`src/rtl/servo_scheduler.sv`:
```
// servo_scheduler: N-channel servo PWM generator on a shared frame.
// Each channel holds a target pulse width written through a valid/ready
// command port. Its current width walks toward that target by at most SLEW
// cycles per frame, so a servo never jumps. All outputs are registered.
module servo_scheduler #(
    parameter int N        = 4,
    parameter int FRAME    = 1000000,
    parameter int MIN_W    = 25000,
    parameter int STEP_W   = 392,
    parameter int SLEW     = 10000,
    parameter int INIT_POS = 128
) (
    input  logic         CLOCK_50,
    input  logic         reset,
    input  logic         enable,
    input  logic         cmd_valid,
    output logic         cmd_ready,
    input  logic [2:0]   cmd_chan,
    input  logic [7:0]   cmd_pos,
    output logic [N-1:0] servo_pwm,
    output logic         frame_tick,
    output logic         busy
);

    localparam logic [19:0] FRAME_LAST = 20'(FRAME - 1);
    localparam logic [19:0] MIN_W_C    = 20'(MIN_W);
    localparam logic [19:0] STEP_W_C   = 20'(STEP_W);
    localparam logic [19:0] SLEW_C     = 20'(SLEW);
    localparam logic [19:0] INIT_W     = 20'(MIN_W + INIT_POS * STEP_W);

    // Position to pulse width, kept at 20 bits like the frame counter.
    function automatic logic [19:0] pos_to_width(input logic [7:0] pos);
        return MIN_W_C + ({12'd0, pos} * STEP_W_C);
    endfunction

    // One frame's move of the current width toward the target. The move is
    // clamped so that the width lands exactly on the target, never past it.
    function automatic logic [19:0] slew_step(input logic [19:0] cur,
                                              input logic [19:0] tgt);
        logic [19:0] res;
        if (tgt > cur) begin
            res = ((tgt - cur) > SLEW_C) ? (cur + SLEW_C) : tgt;
        end else if (tgt < cur) begin
            res = ((cur - tgt) > SLEW_C) ? (cur - SLEW_C) : tgt;
        end else begin
            res = cur;
        end
        return res;
    endfunction

    logic [19:0]  cnt_q, cnt_d;
    logic         run_q;            // enable seen on the previous edge
    logic         tick_q, tick_d;
    logic         rdy_q, rdy_d;
    logic         busy_q, busy_d;
    logic [N-1:0] pwm_q, pwm_d;
    logic [19:0]  cur_w_q [N];
    logic [19:0]  cur_w_d [N];
    logic [19:0]  tgt_w_q [N];
    logic [19:0]  tgt_w_d [N];
    logic         slew_s;
    logic         accept_s;
    logic [19:0]  new_w_s;

    // Next-state logic: frame counter, slew update, command write, PWM compare.
    always_comb begin
        slew_s   = enable & tick_q;
        accept_s = cmd_valid & rdy_q;
        new_w_s  = pos_to_width(cmd_pos);

        // The first enabled edge after a pause (or reset) opens a frame at 0,
        // so the pulse that rises on that edge is a full one.
        if (!enable) begin
            cnt_d = 20'd0;
        end else if (!run_q) begin
            cnt_d = 20'd0;
        end else if (cnt_q == FRAME_LAST) begin
            cnt_d = 20'd0;
        end else begin
            cnt_d = cnt_q + 20'd1;
        end

        // Ready is withdrawn during the last frame cycle so a command write
        // never lands on the same edge as the slew update.
        tick_d = (cnt_d == FRAME_LAST);
        rdy_d  = (cnt_d != FRAME_LAST);

        cur_w_d = cur_w_q;
        tgt_w_d = tgt_w_q;
        pwm_d   = {N{1'b0}};
        busy_d  = 1'b0;
        for (int i = 0; i < N; i++) begin
            if (slew_s) begin
                cur_w_d[i] = slew_step(cur_w_q[i], tgt_w_q[i]);
            end else begin
                cur_w_d[i] = cur_w_q[i];
            end
            // Channel indices >= N match nothing: the command is dropped.
            if (accept_s && (cmd_chan == 3'(i))) begin
                tgt_w_d[i] = new_w_s;
            end else begin
                tgt_w_d[i] = tgt_w_q[i];
            end
            pwm_d[i] = enable & (cnt_d < cur_w_d[i]);
            busy_d   = busy_d | (cur_w_d[i] != tgt_w_d[i]);
        end
    end

    // State registers; reset clears the pulses at once and reloads all widths.
    always_ff @(posedge CLOCK_50 or posedge reset) begin
        if (reset) begin
            cnt_q  <= 20'd0;
            run_q  <= 1'b0;
            tick_q <= 1'b0;
            rdy_q  <= 1'b0;
            busy_q <= 1'b0;
            pwm_q  <= {N{1'b0}};
            for (int i = 0; i < N; i++) begin
                cur_w_q[i] <= INIT_W;
                tgt_w_q[i] <= INIT_W;
            end
        end else begin
            cnt_q  <= cnt_d;
            run_q  <= enable;
            tick_q <= tick_d;
            rdy_q  <= rdy_d;
            busy_q <= busy_d;
            pwm_q  <= pwm_d;
            for (int i = 0; i < N; i++) begin
                cur_w_q[i] <= cur_w_d[i];
                tgt_w_q[i] <= tgt_w_d[i];
            end
        end
    end

    assign servo_pwm  = pwm_q;
    assign frame_tick = tick_q;
    assign cmd_ready  = rdy_q;
    assign busy       = busy_q;

endmodule

```
`config.mk`:
```
export PLATFORM = sky130hd
export DESIGN_NAME = servo_scheduler
export DESIGN_NICKNAME = d
export VERILOG_FILES = /design/src/rtl/servo_scheduler.sv
export SDC_FILE = /design/constraint.sdc
export NUM_CORES = 1
export LEC_CHECK = 0
export CAP_MARGIN = 5
export CORE_MARGIN = 2
export CORE_UTILIZATION = 30
export CTS_CLUSTER_SIZE = 24
export DETAILED_ROUTE_END_ITERATION = 10
export SYNTH_ARGS = -nofsm -noshare
export SYNTH_HDL_FRONTEND = slang
export SYNTH_SLANG_ARGS = --single-unit
```
`constraint.sdc`:
```
create_clock -name CLOCK_50 -period 11 [get_ports CLOCK_50]
set_input_delay 3.3 -clock CLOCK_50 [delete_from_list [all_inputs] [get_ports CLOCK_50]]
set_output_delay 3.3 -clock CLOCK_50 [all_outputs]
set_load 0.1 [all_outputs]
```
==> out/qor.yml, run 1 <==
global_routing:
  antenna_found_initial: 1
  grt_pass1_wl_um: 171000
  grt_overflow: 0
  grt_pass1_vias: 26154
  grt_max_degree: 128
  track_usage: 0.250
pwr:
  peakVddDrop_mv: 0.129
  leakage_uw: 0.0119
  p_per_area_nw_per_um2: 148
  p_total_uw: 4150
synthesis:
  yosysSeqAreaShare: 0.182
  syn-mean-instance-area_um2: 7.39
  synth_edf_count: 0
  synth_seq_cells: 188
  synth_flop_cell: "dfrtp_1"
  netlist_area_um2: 26200
  async_flop_share: 1.00
  synthDistinctLibCells: 113
  ys_warn_count: 0
  synth_nets: 3835
  syn-instance-count: 3541
die:
  row_count: 108
  io_pins: 22
  design.die.area_um2: 89600
  die_x_um: 299
  start_util: 0.302
  coreArea_um2: 86600
  die_y_um: 299
setup_path:
  crit_fanout: 8
  cp_slowest_cell: "a2111oi_0"
  required_ns: 11.36
  critical_path.top_delay_family: "simple AND/OR/NAND/NOR gates"
  crit_chain: "clkdlybuf4s50_1 -> buf_4 -> ha_1 -> inv_1 -> fa_1 -> inv_1 -> ha_1 -> ha_1 -> inv_1 -> fa_1 -> nor3b_1 -> xnor2_1 -> a21oi_1 -> o221ai_1 -> a31oi_1 -> nand3_1 -> a2111oi_0 -> o211ai_1 -> nor4_1 -> nand4_1 -> or4_1 -> nor4_1 -> and4b_1 -> nand4_1"
  slowest_delay_ns: 0.71
  cp.buffers_inverters: 5
  cp-end-kind: "flop"
  worst-setup-path-type: "input port to flop"
  worst_ep_arrival_time_ns: 10.11
  critPathLaunchType: "input port"
clocking:
  clk_latency_ns: 0.52
  cts_sinks: 188
  post-cts-setup-buffer-count: 0
  htree_levels: 4
  path_clk_slew_ns: 0.08
  cts_resized: 0
  cts_tree: "yes"
  cts_root_buf: "clkbuf_16"
  numCtsBuffers: 17
  cts.path.max_buffers: 2
  holdBufCountCts: 0
routing:
  num_vias: 28275
  wirelength_um: 115000
  antenna_left: 0
  post-route-drc-count: 0
  firstDrtPassIters: 8
  drt_iter0_markers: 3438
  post_drt_wl_per_cell_um: 24.9
  avgViaCountPerCell: 6.11
outcome:
  outcome: "completed"
timing:
  setup_viol: 0
  max_freq_ghz: 0.103
  maxSlewViolCount: 0
  period_minus_slack_ns: 9.74
  fin_skew_ns: 0.0212
  hold_slack_ns: 0.545
  relSlewSlack: 0.276
  hold_violations: 0
  timing.final.crit_share: 0.886
  rsz0062_at_grt: "no"
  tns_ns: 0
  setup_ws_ns: 1.26
  worstMarginPinSlew_ns: 1.08
final_layout:
  drive_gt1_frac: 0.0643
  final_cell_mix: "nand2_1 (332), inv_1 (306), a21oi_1 (278), nor2_1 (272), ha_1 (272)"
  fill_cells: 9334
  nets: 3751
  finalInstanceArea_um2: 28100
  mostFrequentLayoutCell: "nand2_1"
  syn_to_final_growth_pct: 7.23
place:
  place_congestion: 1.05
  place_area_um2: 27500
  hpwl_um: 91500
  port_buffers: 21
  pre_cts_ws_ns: 0.923
job:
  cap_violations: 0
hold_path:
  hold_class: "flop to flop"
==> worst register-to-register path, stage by stage (launching register included) <==
cell and delay [ns]:
dfstp_2 0.65, inv_1 0.12, ha_1 0.60, nand2_1 0.18
a211oi_2 0.44, o211ai_1 0.31, o21ai_1 0.20, nor4_1 0.08
a311oi_1 0.43, nor4b_4 0.73, nand2_1 0.43, a22oi_1 0.28
o21ai_0 0.11, a211oi_1 0.57, inv_1 0.31, ha_1 0.38
a21oi_1 0.14, nor2b_1 0.06, o21ai_0 0.14, nand2b_1 0.07
a21oi_1 0.19, nor2b_1 0.06, o21ai_0 0.14, a21boi_0 0.09
o21ai_0 0.13, and4b_1 0.30
==> final cells by class <==
cell class              count  area [um2]  area share
flip-flops and latches    188        4770       0.170
diodes                      2        5.00    0.000178
multi-input cells        2865       19500       0.694
repair buffers             71         586      0.0209
clock inverters            11         135     0.00482
well taps                1155        1450      0.0515
clock buffers              21         450      0.0161
inverters                 314        1190      0.0423
==> layer usage <==
layer / share of wire / track usage / up-vias / routed length [um]
met5: 0 / 0 / - / 0
met1: 0.42 / 0.340 / 13595 / 48800
met2: 0.44 / 0.386 / 1511 / 50200
met4: 0.055 / 0.123 / 0 / 6290
li1: - / - / 12862 / -
met3: 0.085 / 0.0381 / 307 / 9750
==> synthesized netlist by cell type (18+ instances only) <==
cell type    n  share of area
a211oi_1    45          0.013
a21o_1      57          0.016
a21oi_1    278          0.053
a221oi_1    18         0.0060
a22oi_1     19         0.0055
a31oi_1     39         0.0093
and2_1      30         0.0072
and3_1      39         0.0093
buf_2       41         0.0078
clkbuf_1   111          0.016
dfrtp_1    132           0.13
dfstp_2     56          0.056
ha_1       272           0.13
inv_1      307          0.044
mux2i_1     37          0.014
nand2_1    333          0.048
nand2b_1    31         0.0074
nand3_1    134          0.026
nand4_1     82          0.020
nor2_1     272          0.039
nor2b_1     24         0.0057
nor3_1     100          0.019
nor4_1      29         0.0069
o2111ai_1   20         0.0067
o211ai_1    45          0.013
o21a_1      63          0.018
o21ai_0    210          0.040
o221ai_1    22         0.0074
o22ai_1     26         0.0062
o31ai_1     33         0.0095
or3_1       35         0.0084
xnor2_1    128          0.043
xor2_1      53          0.018
==> kinds of logic after synthesis <==
| group | Yosys count | share of synthesized area |
|---|---|---|
| simple gates | 1221 | 0.232 |
| flops | 188 | 0.182 |
| buf+inv | 488 | 0.0741 |
| mux | 45 | 0.0176 |
| compound gates | 1139 | 0.297 |
| fa+ha+maj | 279 | 0.135 |
| xor+xnor | 181 | 0.0606 |
==> path summary, 6_finish.rpt <==
path,cells past startpoint,endpoint,slack (ns),from
worst min register to register,1,cnt_q[0],0.54,cnt_q[0]
min in group asynchronous,2,servo_pwm[3],3.33,reset
worst min-delay path,1,cnt_q[0],0.54,cnt_q[0]
worst max register to register,25,servo_pwm[1],3.74,cur_w_q[45]
max in group asynchronous,3,tgt_w_q[77],6.11,reset
worst max-delay path,24,busy,1.26,cmd_pos[0]
==> state kept, by name, indices dropped and copies added (netlist names) <==
name and cells:
cnt_q 20, tgt_w_q 80, servo_pwm 4, frame_tick 1, run_q 1, busy 1, cur_w_q 80, cmd_ready 1
==> report_power, final <==
group          internal (uW)  switching, uW  leakage, uW
combinational            859           1670      0.00941
clock                    344            322     0.000280
sequential               800            152      0.00223
total                   2000           2150       0.0119
==> per-stage QoR <==
step | util | cells
2_1_floorplan | - | 3541
3_3_place_gp | 0.317 | 4593
3_5_place_dp | 0.317 | 4593
4_1_cts | 0.324 | 4625
5_1_grt | 0.324 | 4625
6_report | 0.324 | 4627
Power figures use the tool's default switching activity.
==> inputs of run 2 (changes only) <==
Settings changed: DONT_BUFFER_PORTS set to 1, RECOVER_POWER set to 50.
Clock period 11 ns to 10.23 ns, I/O delays scaled along.
==> run 2 against run 1 <==
The flow now finishes with violations (capacitance limit, slew limit). Combinational power rose by 7%. Via count fell by 0.33%. Sequential cell count did not move. First-iteration DRC count rose by 5.1%. Setup slack got worse by 0.042 ns. Clock power rose by 3%. Critical path depth fell by 2. Wire length fell by 1.0%. Core utilization fell by 0.38 points. Critical path type unchanged.
==> out/qor.yml, run 2 (synthesis results as in run 1) <==
outcome:
  outcome: "finished, violations left"
  violations: "capacitance limit, slew limit"
final_layout:
  drive_gt1_frac: 0.0601
  finalInstanceArea_um2: 27700
  final_cell_mix: "nand2_1 (332), inv_1 (306), a21oi_1 (278), nor2_1 (272), ha_1 (272)"
  syn_to_final_growth_pct: 5.98
  mostFrequentLayoutCell: "nand2_1"
  n_antenna_cell: 0
  fill_cells: 9355
  largest_registers: "cur_w_q: 80 flops, tgt_w_q: 80 flops, cnt_q: 20 flops"
  nets: 3724
clocking:
  numCtsBuffers: 17
  cts_resized: 0
  cts_tree: "yes"
  post-cts-setup-buffer-count: 0
  cts_sinks: 188
  cts.path.max_buffers: 2
  cts_root_buf: "clkbuf_16"
  holdBufCountCts: 0
  htree_levels: 4
  path_clk_slew_ns: 0.08
  clk_latency_ns: 0.50
setup_path:
  worst-setup-path-type: "input port to flop"
  r2r_start: "cur_w_q[46]"
  worst_ep_arrival_time_ns: 9.37
  r2r_end: "servo_pwm[1]"
  required_ns: 10.58
  cp-endpoint: "busy"
  reg2regPathDepth: 25
  cp-end-kind: "flop"
  cp-startpoint: "cmd_pos[2]"
  critPathLaunchType: "input port"
  crit_fanout: 6
  r2r_slack_ns: 2.74
pwr:
  p_total_uw: 4410
  pwr-share-clk: 0.155
  p_switching_uw: 2300
  peakVddDrop_mv: 0.138
  combPwrFrac: 0.612
  power.internal_uw: 2110
  switching_share: 0.521
  p_seq_frac: 0.233
  p_per_area_nw_per_um2: 159
  leakage_uw: 0.0117
routing:
  drt_iter0_markers: 3613
  firstDrtPassIters: 9
  num_vias: 28182
  post_drt_wl_per_cell_um: 24.8
  wirelength_um: 114000
  avgViaCountPerCell: 6.13
  antenna_left: 0
  post-route-drc-count: 0
job:
  cap_violations: 6
global_routing:
  antenna_found_initial: 3
  grt_overflow: 0
  grt_pass1_vias: 25879
  grt_max_degree: 118
  grt_pass1_wl_um: 169000
  track_usage: 0.246
die:
  start_util: 0.302
  design.die.area_um2: 89600
  die_x_um: 299
  die_y_um: 299
  io_pins: 22
  row_count: 108
  coreArea_um2: 86600
timing:
  tns_ns: 0
  fin_skew_ns: 0.0157
  max_freq_ghz: 0.111
  setup_viol: 0
  relSlewSlack: -2.70
  period_minus_slack_ns: 9.01
  timing.final.crit_share: 0.881
  hold_violations: 0
  maxSlewViolCount: 247
  rsz0062_at_grt: "no"
  worstMarginPinSlew_ns: 5.55
  setup_ws_ns: 1.22
place:
  port_buffers: 0
  place_area_um2: 27200
  pre_cts_ws_ns: 1.01
  place_congestion: 1.05
  hpwl_um: 90300
hold_path:
  hold_class: "flop to flop"
run 2: worst min-delay path by stage:
stage,start,end,slack [ns],cells after the start
after detailed placement,cur_w_q[0],cur_w_q[0],0.54,2
after CTS,cur_w_q[0],cur_w_q[0],0.56,2
final,cur_w_q[0],cur_w_q[0],0.56,2
after global routing,cur_w_q[0],cur_w_q[0],0.59,2
after floorplan,cur_w_q[0],cur_w_q[0],0.51,2
after global placement,cur_w_q[0],cur_w_q[0],0.53,2
run 2: cell type report:
class	instances	area, um2	area share
tap	1155	1450	0.0521
timing repair buffer	44	294	0.0106
inverter	314	1180	0.0426
multi-input combinational	2865	19500	0.702
clock buffer	20	447	0.0161
sequential	188	4770	0.172
clock inverter	12	116	0.00420
run 2: critical path: stages:
cell and delay, ns:
inv_1 0.03, ha_1 0.30, fa_1 0.51, inv_1 0.04, ha_1 0.31, ha_1 0.31
a21o_1 0.20, a32o_1 0.28, o2111a_1 0.23, nor3_1 0.60, xnor2_1 0.21, buf_4 0.21
nand2_1 0.08, o21ai_0 0.28, a2111oi_0 0.98, o211ai_1 0.18, nor4_1 0.31, nand4_1 0.13
or4_1 0.48, nor4_1 0.27, and4b_1 0.24, nand4_1 0.09
run 2: power by group through the flow:
stage / Combinational (uW) / Sequential, uW / Clock (uW)
final: 2700 / 1030 / 685
after floorplan: 1930 / 942 / 0
after global placement: 2600 / 1030 / 0
after detailed placement: 2610 / 1030 / 0
after CTS: 2630 / 1010 / 692
after global routing: 2920 / 1030 / 721
run 2: metal layers:
metal  track usage  up-vias  routed length, um
li1              -    12806                  -
met1         0.333    13521              48300
met2         0.375     1574              49000
met3        0.0520      277              10700
met4         0.113        4               5820
met5             0        -                 23
run 2: metrics by stage:
step | std cells | hold slack [ns] | utilization
6_report | 4598 | 0.557 | 0.320
5_1_grt | 4598 | 0.593 | 0.320
4_1_cts | 4598 | 0.556 | 0.321
3_5_place_dp | 4566 | 0.541 | 0.314
3_3_place_gp | 4566 | 0.533 | 0.314
2_1_floorplan | 3541 | 0.506 | -
